### src/rtl/insa_pkg.sv
// Shared types for the INSA-extended ALU.
//   alu_ext_op_e     : operation encoding on op_i (integer ops plus BUFRD,
//                      RSTBUF and ENCRASH)
//   insa_alu_state_e : sequencing states of insa_alu_ext
//   ch_width()       : width of a channel-select field for a channel count
package insa_pkg;

   typedef enum logic [4:0] {
      OP_ADD,
      OP_SUB,
      OP_ADDW,
      OP_SUBW,
      OP_AND,
      OP_OR,
      OP_XOR,
      OP_SLL,
      OP_SRL,
      OP_SRA,
      OP_SLLW,
      OP_SRLW,
      OP_SRAW,
      OP_SLTS,
      OP_SLTU,
      OP_EQ,
      OP_NE,
      OP_LTS,
      OP_LTU,
      OP_GES,
      OP_GEU,
      OP_BUFRD,
      OP_RSTBUF,
      OP_ENCRASH
   } alu_ext_op_e;

   typedef enum logic [1:0] {
      IDLE,
      RD_WAIT,
      RESP
   } insa_alu_state_e;

   // Read data width of the external INSA buffer.
   localparam int BUF_DATA_W = 32;

   // A single channel still needs a 1-bit select field.
   function automatic int ch_width(input int num_ch);
      return (num_ch <= 1) ? 1 : $clog2(num_ch);
   endfunction

endpackage

### src/rtl/insa_alu_core.sv
// Combinational datapath of the INSA-extended ALU.
// Ports:
//   op_i         operation
//   operand_a_i  rs1 value
//   operand_b_i  rs2 / immediate value
//   result_o     arithmetic / logic / shift / set-less-than result
//                (0 for branch ops, W-ops on a 32-bit datapath and the
//                buffer/control ops, which the top finishes itself)
//   branch_res_o comparison result for branch ops, 1 for every other op
module insa_alu_core
   import insa_pkg::*;
#(
   parameter int XLEN = 32
) (
   input  alu_ext_op_e       op_i,
   input  logic [XLEN-1:0]   operand_a_i,
   input  logic [XLEN-1:0]   operand_b_i,
   output logic [XLEN-1:0]   result_o,
   output logic              branch_res_o
);

   localparam bit IS64 = (XLEN == 64);

   logic [5:0]  shamt;
   logic [4:0]  shamt_w;
   logic [31:0] a_w;
   logic [31:0] b_w;
   logic [31:0] word_res;
   logic        lt_s;
   logic        lt_u;
   logic        eq;

   always_comb begin
      // Full-width shifts use 6 bits only on a 64-bit datapath.
      shamt   = IS64 ? operand_b_i[5:0] : {1'b0, operand_b_i[4:0]};
      shamt_w = operand_b_i[4:0];
      a_w     = operand_a_i[31:0];
      b_w     = operand_b_i[31:0];
      lt_s    = $signed(operand_a_i) < $signed(operand_b_i);
      lt_u    = operand_a_i < operand_b_i;
      eq      = operand_a_i == operand_b_i;

      word_res = '0;
      case (op_i)
         OP_ADDW: word_res = a_w + b_w;
         OP_SUBW: word_res = a_w - b_w;
         OP_SLLW: word_res = a_w << shamt_w;
         OP_SRLW: word_res = a_w >> shamt_w;
         OP_SRAW: word_res = $signed(a_w) >>> shamt_w;
         default: word_res = '0;
      endcase

      result_o     = '0;
      branch_res_o = 1'b1;
      case (op_i)
         OP_ADD:  result_o = operand_a_i + operand_b_i;
         OP_SUB:  result_o = operand_a_i - operand_b_i;
         OP_AND:  result_o = operand_a_i & operand_b_i;
         OP_OR:   result_o = operand_a_i | operand_b_i;
         OP_XOR:  result_o = operand_a_i ^ operand_b_i;
         OP_SLL:  result_o = operand_a_i << shamt;
         OP_SRL:  result_o = operand_a_i >> shamt;
         OP_SRA:  result_o = $signed(operand_a_i) >>> shamt;
         // W-ops only exist on a 64-bit datapath; elsewhere they yield 0.
         OP_ADDW, OP_SUBW, OP_SLLW, OP_SRLW, OP_SRAW:
                  result_o = IS64 ? XLEN'($signed(word_res)) : '0;
         OP_SLTS: result_o = XLEN'(lt_s);
         OP_SLTU: result_o = XLEN'(lt_u);
         OP_EQ:   branch_res_o = eq;
         OP_NE:   branch_res_o = !eq;
         OP_LTS:  branch_res_o = lt_s;
         OP_LTU:  branch_res_o = lt_u;
         OP_GES:  branch_res_o = !lt_s;
         OP_GEU:  branch_res_o = !lt_u;
         default: result_o = '0;
      endcase
   end

endmodule

### src/rtl/insa_alu_ext.sv
// Execute-stage ALU with INSA buffer access.
// Ports:
//   clk_i, rst_i            clock, synchronous active-high reset
//   valid_i / ready_o       operation issue handshake
//   op_i, operand_a_i,
//   operand_b_i, imm_i,
//   ch_sel_i, trans_id_i    operation and its arguments
//   buf_req_o, buf_idx_o,
//   buf_ch_o                one-cycle buffer read request
//   buf_rvalid_i,
//   buf_rdata_i             buffer read return
//   valid_o / ready_i       result handshake
//   result_o, branch_res_o,
//   trans_id_o, err_o       registered response
//   rst_buf_o               one-cycle buffer reset pulse
//   en_crash_o              sticky crash-enable flag
module insa_alu_ext
   import insa_pkg::*;
#(
   parameter int XLEN          = 32,
   parameter int IDX_W         = 20,
   parameter int NUM_CH        = 2,
   parameter int TRANS_ID_BITS = 3,
   parameter int RD_TIMEOUT    = 15,
   localparam int CH_W         = ch_width(NUM_CH)
) (
   input  logic                     clk_i,
   input  logic                     rst_i,
   input  logic                     valid_i,
   output logic                     ready_o,
   input  alu_ext_op_e              op_i,
   input  logic [XLEN-1:0]          operand_a_i,
   input  logic [XLEN-1:0]          operand_b_i,
   input  logic [XLEN-1:0]          imm_i,
   input  logic [CH_W-1:0]          ch_sel_i,
   input  logic [TRANS_ID_BITS-1:0] trans_id_i,
   output logic                     buf_req_o,
   output logic [IDX_W-1:0]         buf_idx_o,
   output logic [CH_W-1:0]          buf_ch_o,
   input  logic                     buf_rvalid_i,
   input  logic [BUF_DATA_W-1:0]    buf_rdata_i,
   output logic                     valid_o,
   input  logic                     ready_i,
   output logic [XLEN-1:0]          result_o,
   output logic                     branch_res_o,
   output logic [TRANS_ID_BITS-1:0] trans_id_o,
   output logic                     err_o,
   output logic                     rst_buf_o,
   output logic                     en_crash_o
);

   localparam int CNT_W = $clog2(RD_TIMEOUT + 1);

   insa_alu_state_e          state_q,    state_d;
   logic                     valid_q,    valid_d;
   logic [XLEN-1:0]          result_q,   result_d;
   logic                     branch_q,   branch_d;
   logic [TRANS_ID_BITS-1:0] tid_q,      tid_d;
   logic                     err_q,      err_d;
   logic                     buf_req_q,  buf_req_d;
   logic [IDX_W-1:0]         buf_idx_q,  buf_idx_d;
   logic [CH_W-1:0]          buf_ch_q,   buf_ch_d;
   logic                     rst_buf_q,  rst_buf_d;
   logic                     en_crash_q, en_crash_d;
   logic [CNT_W-1:0]         cnt_q,      cnt_d;

   logic [XLEN-1:0] core_result;
   logic            core_branch;
   logic            accept;
   logic            ch_ok;
   logic            unused_imm;

   insa_alu_core #(
      .XLEN (XLEN)
   ) u_core (
      .op_i         (op_i),
      .operand_a_i  (operand_a_i),
      .operand_b_i  (operand_b_i),
      .result_o     (core_result),
      .branch_res_o (core_branch)
   );

   // Only the low IDX_W bits of the immediate address the buffer.
   assign unused_imm = ^imm_i[XLEN-1:IDX_W];

   // valid_o is high exactly while in RESP, so the result register is free
   // in IDLE and frees up in RESP in the same cycle the consumer drains it.
   assign ready_o = (state_q == IDLE) || ((state_q == RESP) && ready_i);
   assign accept  = valid_i && ready_o;
   assign ch_ok   = int'(ch_sel_i) < NUM_CH;

   always_comb begin
      state_d    = state_q;
      valid_d    = valid_q;
      result_d   = result_q;
      branch_d   = branch_q;
      tid_d      = tid_q;
      err_d      = err_q;
      buf_req_d  = 1'b0;
      buf_idx_d  = buf_idx_q;
      buf_ch_d   = buf_ch_q;
      rst_buf_d  = 1'b0;
      en_crash_d = en_crash_q;
      cnt_d      = cnt_q;

      case (state_q)
         IDLE, RESP: begin
            if ((state_q == RESP) && ready_i) begin
               valid_d = 1'b0;
               state_d = IDLE;
            end
            if (accept) begin
               tid_d    = trans_id_i;
               branch_d = core_branch;
               err_d    = 1'b0;
               result_d = '0;
               valid_d  = 1'b1;
               state_d  = RESP;
               case (op_i)
                  OP_BUFRD: begin
                     if (ch_ok) begin
                        buf_req_d = 1'b1;
                        buf_idx_d = imm_i[IDX_W-1:0];
                        buf_ch_d  = ch_sel_i;
                        cnt_d     = '0;
                        valid_d   = 1'b0;
                        state_d   = RD_WAIT;
                     end else begin
                        // Nonexistent channel: answer immediately with an error.
                        err_d = 1'b1;
                     end
                  end
                  OP_RSTBUF:  rst_buf_d = 1'b1;
                  OP_ENCRASH: begin
                     en_crash_d = 1'b1;
                     result_d   = XLEN'(1);
                  end
                  default:    result_d = core_result;
               endcase
            end
         end

         RD_WAIT: begin
            cnt_d = cnt_q + 1'b1;
            // Data arriving on the last allowed cycle still beats the timeout.
            if (buf_rvalid_i) begin
               result_d = XLEN'(buf_rdata_i);
               err_d    = 1'b0;
               valid_d  = 1'b1;
               state_d  = RESP;
            end else if (cnt_q == CNT_W'(RD_TIMEOUT - 1)) begin
               result_d = '0;
               err_d    = 1'b1;
               valid_d  = 1'b1;
               state_d  = RESP;
            end
         end

         default: state_d = IDLE;
      endcase
   end

   always_ff @(posedge clk_i) begin
      if (rst_i) begin
         state_q    <= IDLE;
         valid_q    <= 1'b0;
         result_q   <= '0;
         branch_q   <= 1'b0;
         tid_q      <= '0;
         err_q      <= 1'b0;
         buf_req_q  <= 1'b0;
         buf_idx_q  <= '0;
         buf_ch_q   <= '0;
         rst_buf_q  <= 1'b0;
         en_crash_q <= 1'b0;
         cnt_q      <= '0;
      end else begin
         state_q    <= state_d;
         valid_q    <= valid_d;
         result_q   <= result_d;
         branch_q   <= branch_d;
         tid_q      <= tid_d;
         err_q      <= err_d;
         buf_req_q  <= buf_req_d;
         buf_idx_q  <= buf_idx_d;
         buf_ch_q   <= buf_ch_d;
         rst_buf_q  <= rst_buf_d;
         en_crash_q <= en_crash_d;
         cnt_q      <= cnt_d;
      end
   end

   assign valid_o      = valid_q;
   assign result_o     = result_q;
   assign branch_res_o = branch_q;
   assign trans_id_o   = tid_q;
   assign err_o        = err_q;
   assign buf_req_o    = buf_req_q;
   assign buf_idx_o    = buf_idx_q;
   assign buf_ch_o     = buf_ch_q;
   assign rst_buf_o    = rst_buf_q;
   assign en_crash_o   = en_crash_q;

endmodule
### config.mk
export PLATFORM = sky130hd
export DESIGN_NAME = insa_alu_ext
export DESIGN_NICKNAME = d
export VERILOG_FILES = /design/src/rtl/insa_pkg.sv /design/src/rtl/insa_alu_core.sv /design/src/rtl/insa_alu_ext.sv
export SDC_FILE = /design/constraint.sdc
export NUM_CORES = 1
export LEC_CHECK = 0
export ABC_CLOCK_PERIOD_IN_PS = 12000
export BUFFER_PORTS_ARGS = -buffer_cell sky130_fd_sc_hd__buf_2
export CORE_MARGIN = 5
export CORE_UTILIZATION = 40
export DETAILED_ROUTE_END_ITERATION = 12
export MAX_ROUTING_LAYER = met4
export PLACE_DENSITY_LB_ADDON = 0.2
export SKIP_CTS_REPAIR_TIMING = 1
export SYNTH_ARGS = -nofsm -noshare
export SYNTH_HDL_FRONTEND = slang
export SYNTH_SLANG_ARGS = --single-unit
### constraint.sdc
create_clock -name clk_i -period 12 [get_ports clk_i]
set_input_delay 0.6 -clock clk_i [delete_from_list [all_inputs] [get_ports clk_i]]
set_output_delay 0.6 -clock clk_i [all_outputs]
set_load 0.01 [all_outputs]
==> results of run 1 <==
==> synth_stat cells (9+ instances only) <==
cell type    n  area (um^2)
nand2b_1    16          100
o211ai_1    21          158
nor2b_1     11         68.8
nor2_1     155          582
nand3_1     30          150
ha_1       101         1260
and2_1      11         68.8
buf_4       10         75.1
a311oi_1     9         78.8
nand2_1    208          781
buf_1       11         41.3
a221oi_1    19          166
mux2i_1     75          751
buf_2       18         90.1
a22oi_1     23          173
and3_1       9         56.3
nor3_1      41          205
or3_1       10         62.6
a2111oi_0   14          123
a31oi_1     24          150
a21o_1      16          120
dfxtp_1     68         1360
o221ai_1    11         96.3
mux2_2      20          225
inv_1      115          432
o31ai_1     21          158
clkbuf_1    80          300
mux4_2      36          811
o21ai_0    107          536
a211o_1     11         96.3
nor4_1      10         62.6
o22ai_1     22          138
a211oi_1    30          225
a21oi_1    147          736
==> metal layers <==
layer | track usage, % | vias to the layer above | routed length (um)
met1 | 48.4 | 6867 | 25400
met3 | 4.27 | 81 | 5130
met4 | 7.27 | 0 | 1470
met2 | 49.5 | 759 | 24500
met5 | - | - | 0
li1 | - | 6361 | -
==> cells by family (layout without fill, tap and decap cells) <==
kind of cell	after synthesis	in the layout	share of synthesized area (%)
compound gates	571	571	32.3
simple gates	537	537	20.6
buf+inv	249	354	9.01
mux	131	131	15.0
fa+ha+maj	103	103	11.0
flops	68	68	11.5
xor+xnor	8	8	0.590
==> cell usage in the layout (no fill, tap or decap), drive strengths merged, types with 19 or more instances in the layout <==
| cell | n |
|---|---|
| a211oi | 30 |
| a21oi | 147 |
| a221oi | 19 |
| a22oi | 23 |
| a31oi | 24 |
| buf | 219 |
| dfxtp | 68 |
| ha | 101 |
| inv | 121 |
| mux2 | 20 |
| mux2i | 75 |
| mux4 | 36 |
| nand2 | 208 |
| nand3 | 30 |
| nor2 | 155 |
| nor3 | 41 |
| o211ai | 21 |
| o21ai | 110 |
| o22ai | 22 |
| o31ai | 21 |
==> worst reg2reg max path: cells and delay by family, from the launching register on <==
| family | cells | cell delay (ps) |
|---|---|---|
| simple gates | 3 | 490 |
| compound gates | 4 | 1410 |
| flops | 1 | 390 |
| buf+inv | 2 | 370 |
| fa+ha+maj | 1 | 200 |
==> sequential cells by signal, summed over array words and instances, names as in the netlist <==
name	count
result_o	32
buf_req_o	1
en_crash_o	1
rst_buf_o	1
buf_ch_o	1
branch_res_o	1
state_q	2
err_o	1
valid_o	1
buf_idx_o	20
cnt_q	4
trans_id_o	3
==> cell type report <==
cell class,instances,area (um^2),share of cell area (%)
repair buffers,219,1170,8.80
inverters,119,447,3.37
clock buffers,9,225,1.70
flip-flops and latches,68,1360,10.3
well taps,390,488,3.68
clock inverters,7,82.6,0.623
multi-input cells,1350,9480,71.6
==> worst paths after layout <==
| kind | slack, ps | to | depth (start not counted) | startpoint |
|---|---|---|---|---|
| max | 6480 | result_o[31]$_SDFFE_PP0P_ | 12 | operand_b_i[4] |
| max reg2reg | 8980 | result_o[18]$_SDFFE_PP0P_ | 10 | cnt_q[0]$_SDFFE_PP0P_ |
| min | 450 | buf_idx_o[16]$_SDFFE_PP0P_ | 2 | buf_idx_o[16]$_SDFFE_PP0P_ |
| min reg2reg | 450 | buf_idx_o[16]$_SDFFE_PP0P_ | 2 | buf_idx_o[16]$_SDFFE_PP0P_ |
==> through the flow <==
stage	hold WS, ps	utilization [%]	total power [mW]	instance area (um^2)
3_3_place_gp	439	43.9	0.739	12900
4_1_cts	453	45.0	1.02	13300
3_5_place_dp	444	43.9	0.740	12900
2_1_floorplan	448	-	0.569	11900
6_report	452	45.0	1.03	13300
5_1_grt	469	45.0	1.08	13300
==> power groups by stage <==
stage | clock [mW] | combinational [mW] | sequential (mW)
6_report | 0.277 | 0.511 | 0.241
5_1_grt | 0.293 | 0.546 | 0.242
4_1_cts | 0.283 | 0.496 | 0.241
3_5_place_dp | 0 | 0.494 | 0.246
3_3_place_gp | 0 | 0.493 | 0.245
2_1_floorplan | 0 | 0.320 | 0.249
==> summary.md, run 1 <==
| Metric | Value |
|---|---|
| Worst Hold Class | flip-flop to flip-flop |
| Vias in the first global route | 12845 |
| Max-cap check violation count | 0 |
| DR pass1 iterations | 9 |
| CTS tree | done |
| Ys Warns | 0 |
| Maximum number of pins on one net before global-route repair | 72 |
| Placed Cells | 2146 |
| Final worst-path cycle share | 46.0% |
| Switching pwr | between 0.4 and 0.5 mW |
| Synthesis-to-finish area growth | 11.6% |
| Crit. End Element | flip-flop |
| Post-Synthesis Cells | between 1500 and 2000 |
| Congestion Overflow GR | 0 |
| Row count | 63 |
| Final slew viol count | 0 |
| Fmax | about 0.18 GHz |
| Crit-path leading delay family | compound AO/OA/AOI/OAI gates |
| Asr flop ratio synth | 0% |
| DIE WIDTH | 182 um |
| Drt total wl | 56400 um |
| Worst path cell trace | buf_2 -> buf_4 -> clkinv_1 -> ha_1 -> a2111o_1 -> a2111oi_1 -> nand2_1 -> nand2_1 -> o41ai_1 -> o41ai_2 -> mux2i_1 -> a311oi_1 |
| Share of power burned in registers | 23.4% |
| Diodes inserted | 0 |
| Avg Cell Area, Syn | 7.13 um^2 |
| # port buffers | 192 |
| Final Hold Vio Count | 0 |
| CTS Root Buffer Type | clkbuf_16 |
| Worst-Skew Late Latency | between 300 and 400 ps |
| Crit path max fanout | 53 |
| Total Die Area | 33200 um^2 |
| Data arrival time of the worst path | approximately 5700 ps |
| Clock-pin slew on the worst setup and hold paths | ~60 ps |
| DR iter-0 viols | 1824 |
| Dpl hpwl | 43600 um |
| Syn Nets | roughly 1900 |
| Seq/Total Area, Yosys | 11.5% |
| Switching portion of total power | 43.9% |
| Avg WL per Cell | 26.1 um |
| Worst path max stage delay | 940 ps |
| Worst path most repeated cell | nand2_1 |
| Synth Flop Type | dfxtp_1 |
| Fin crit period | 5520 ps |
| Fill count | 3117 |
| Status | finished clean |
| Core ar. | 29500 um^2 |
| Worst Max-Slew Pin Slew | around 1100 ps |
| Final setup TNS | 0 ps |
| Initial Util | 40.3% |
| Clock Tree Buf Depth | 2 |
| Die Span Y | 182 um |
| Critical path's slowest cell | a2111oi_1 |
| Routed vias/inst | 6.51 |
| Detail Route Antenna Nets | 0 |
| Pint | about 0.58 mW |
| Leakage power | between 5 and 6 nW |
| Max_slew headroom | approximately a quarter |
| Synth unique cells | 92 |
| Area of the mapped netlist | 11900 um^2 |
| Setup ws final | 6480 ps |
| Combinational Power Share | 49.7% |
| Fin cells | 2162 |
| Startpoint types | input port |
| Pre-CTS setup slack | between 6000 and 7000 ps |
| PwrDens | 77.6 nW/um^2 |
| Clock Sink Count | 68 |
| CTS H-Tree Depth | 3 |
| Layout cells sized above 1 | 18.4% |
| Global-route wire length before repair | ~84000 um |
| Initial antenna violation count | 0 |
| CP required | 12180 ps |
| Final setup viols | 0 |
| Critical path type | input port to flip-flop |
| Clock power share | 26.9% |
| VDD IR max | 68.1 uV |
| GRT Overall Usage | 33.3% |
| I/O pin total | ~210 |
| Detailed-route via count | 14068 |
| DRC Markers | 0 |
| CP bufs+invs | 3 |
| RSZ-0062 raised after global routing | false |
| Final Skew | 16.5 ps |
| GP Congestion | 0.984 |
| Synth Register Bits | 68 |
| Post-synth EDFFs | 0 |
| Final net count | a little over 2000 |
| Total CTS buffers | 9 |
Note: power is estimated with default switching activity, not from simulation.
==> run 2, diff against run 1 <==
--- a/config.mk
+++ b/config.mk
@@ -5,7 +5,7 @@
 export SDC_FILE = /design/constraint.sdc
 export NUM_CORES = 1
 export LEC_CHECK = 0
-export ABC_CLOCK_PERIOD_IN_PS = 12000
+export ABC_CLOCK_PERIOD_IN_PS = 5300
 export BUFFER_PORTS_ARGS = -buffer_cell sky130_fd_sc_hd__buf_2
 export CORE_MARGIN = 5
 export CORE_UTILIZATION = 40
==> constraint.sdc (replaced) <==
create_clock -name clk_i -period 5.3 [get_ports clk_i]
set_input_delay 0.265 -clock clk_i [delete_from_list [all_inputs] [get_ports clk_i]]
set_output_delay 0.265 -clock clk_i [all_outputs]
set_load 0.01 [all_outputs]
==> run 2 against run 1 <==
- sequential cell count stayed put
- sequential power up 130%
- power rose by 130%
- non-clock buffer count up 14
- via count grew 0.82%
- hold slack lost 290 ps
- register-to-register slack got worse by 7500 ps
- clock power is 140% higher
- global-route usage grew 0.35 points
- die area unchanged
- cell count rose by 0.65%
- sequential share of layout area is 0.098 points lower
- critical endpoint is now result_o[29]$_SDFFE_PP0P_
- largest cell class unchanged
- largest power group unchanged
==> summary.md, run 2 (synthesis results as in run 1) <==
| Metric | Value |
|---|---|
| Status | finished clean |
| GRT Overall Usage | 33.6% (+0.35 points) |
| CP startpoint | operand_a_i[16] |
| Placed cell areas | 13100 um^2 (+0.81%) |
| Avg WL per Cell | 26.4 um (+0.98%) |
| Fin cells | 2176 (+0.65%) |
| Switching portion of total power | 43.0% (-0.84 points) |
| CTS Root Buffer Type | clkbuf_16 |
| Leakage power | 5.87 nW (+1.4%) |
| Pre-CTS setup slack | 1080 ps (-5260 ps) |
| DR pass1 iterations | 6 (-3) |
| GP Congestion | 1.00 (+1.7%) |
| Clock-pin slew on the worst setup and hold paths | 70 ps (about the same) |
| Initial Util | 40.3% (unchanged) |
| Max_slew headroom | 21.3% (-3.0 points) |
| Crit. End Element | flip-flop |
| Die Span Y | 182 um (unchanged) |
| RSZ-0062 raised after global routing | false |
| Data arrival time of the worst path | 4280 ps (-1410 ps) |
| Final Skew | 9.78 ps (-6.68 ps) |
| Fin crit period | approximately 4000 ps |
| PwrDens | 179 nW/um^2 (+130%) |
| Detailed-route via count | 14184 (+0.82%) |
| Crit path to | result_o[29]$_SDFFE_PP0P_ |
| Final Hold Vio Count | 0 (unchanged) |
| Drt total wl | 57400 um (+1.6%) |
| Pint | 1.36 mW (+140%) |
| DIE WIDTH | 182 um (unchanged) |
| Startpoint types | input port |
| Max-cap check violation count | 0 (unchanged) |
| I/O pin total | 205 (unchanged) |
| Worst-Skew Late Latency | 330 ps (about the same) |
| Diodes inserted | 0 (unchanged) |
| CP required | 5540 ps (-6640 ps) |
| Row count | 63 (unchanged) |
| Layout cells sized above 1 | 19.0% (+0.64 points) |
| Worst Max-Slew Pin Slew | 1170 ps (+37.6 ps) |
| Most frequent cells in the layout | nand2_1, buf_2, nor2_1 |
| Final slew viol count | 0 (unchanged) |
| Final worst-path cycle share | 76.2% |
| Final setup viols | 0 (unchanged) |
| Share of power burned in registers | 22.8% (-0.6 points) |
| Initial antenna violation count | 0 (unchanged) |
| Clock Tree Buf Depth | 2 (unchanged) |
| Total CTS buffers | 9 (unchanged) |
| # port buffers | 192 (unchanged) |
| FF-to-FF path depth | 10 (unchanged) |
| Most common cell after layout, fill and taps aside | nand2_1 |
| Hold Crit Start | imm_i[9] |
| CTS H-Tree Depth | 3 (unchanged) |
| CTS tree | done |
| Maximum number of pins on one net before global-route repair | 71 (-1.4%) |
| Flop2flop setup slack | 1440 ps (-7540 ps) |
| Total Die Area | 33200 um^2 (unchanged) |
| Switching pwr | 1.03 mW (+130%) |
| Synthesis-to-finish area growth | 12.6% |
| Clock power share | 28.1% (+1.2 points) |
| Max reg flops | 32 (unchanged) |
| Setup ws final | 1260 ps (-5220 ps) |
| DR iter-0 viols | 1780 (-2.4%) |
| Placed Cells | 2160 (+0.65%) |
| Design area | 13400 um^2 (+0.96%) |
| RR Startpoint | cnt_q[1]$_SDFFE_PP0P_ |
| Final net count | 2026 (+0.70%) |
| Dpl hpwl | 44900 um (+2.9%) |
| Detail Route Antenna Nets | 0 (unchanged) |
| Combinational Power Share | 49.1% (-0.6 points) |
| Vias in the first global route | 12909 (+0.50%) |
| Reg-to-reg endpoint | result_o[20]$_SDFFE_PP0P_ |
| VDD IR max | 155 uV (+130%) |
| Crit path max fanout | 11 (-79%) |
| Clock Sink Count | 68 (unchanged) |
| Global-route wire length before repair | 84100 um (+0.51%) |
| Worst Hold Class | input port to flip-flop |
| Critical path type | input port to flip-flop |
| Routed vias/inst | 6.52 (+0.18%) |
| Final setup TNS | 0 ps (unchanged) |
| Core ar. | 29500 um^2 (unchanged) |
| Congestion Overflow GR | 0 (unchanged) |
| DRC Markers | 0 (unchanged) |
| Fmax | around 0.25 GHz |
| Final hold slack | 161 ps (-291 ps) |
run 2: changes by cell type in the layout (fill, tap and decap cells not counted):
cell | previous run | this run
clkinvlp_4 | 2 | 1
bufinv_16 | 1 | 2
buf_4 | 28 | 42
run 2: final cells by class:
class | instances | area (um^2)
Clock inverter | 7 | 105
Tap cell | 390 | 488
Sequential cell | 68 | 1360
Clock buffer | 9 | 225
Inverter | 119 | 447
Timing Repair Buffer | 233 | 1270
Fill cell | 3152 | 16100
Multi-Input combinational cell | 1350 | 9480
run 2: power by group through the flow:
stage	sequential, mW	clock, mW	combinational (mW)
after floorplan	0.564	0	0.724
after global placement	0.555	0	1.14
after detailed placement	0.556	0	1.14
after CTS	0.545	0.683	1.14
after global routing	0.547	0.701	1.25
final	0.545	0.671	1.17
run 2: routing by layer:
layer / share of wire [%] / GRT usage (%) / vias up
li1: - / - / 6403
met1: 44 / 49.4 / 6764
met2: 43 / 49.7 / 930
met3: 11 / 4.31 / 87
met4: 2.4 / 6.63 / 0
met5: 0 / - / -
run 2: how the worst min path moves through the flow:
| stage | endpoint | slack, ps | cells after the start |
|---|---|---|---|
| after floorplan | buf_ch_o$_SDFFE_PP0P_ | 400 | 2 |
| after global placement | buf_idx_o[8]$_SDFFE_PP0P_ | 440 | 2 |
| after detailed placement | buf_idx_o[2]$_SDFFE_PP0P_ | 440 | 2 |
| after CTS | buf_idx_o[2]$_SDFFE_PP0P_ | 150 | 3 |
| after global routing | buf_idx_o[8]$_SDFFE_PP0P_ | 170 | 3 |
| final | buf_idx_o[9]$_SDFFE_PP0P_ | 160 | 3 |
run 2: per-stage QoR:
stage | power (mW) | utilization (%)
2_1_floorplan | 1.29 | -
3_3_place_gp | 1.69 | 44.3
3_5_place_dp | 1.69 | 44.3
4_1_cts | 2.37 | 45.4
5_1_grt | 2.50 | 45.4
6_report | 2.39 | 45.4
run 2: critical path: stages:
cell,delay [ps]
buf_2,230
inv_1,70
ha_1,500
inv_2,130
a21o_1,210
a211o_1,310
a311oi_1,730
o22ai_1,270
o31ai_1,850
mux2i_1,180
a211o_1,340
o21a_1,170
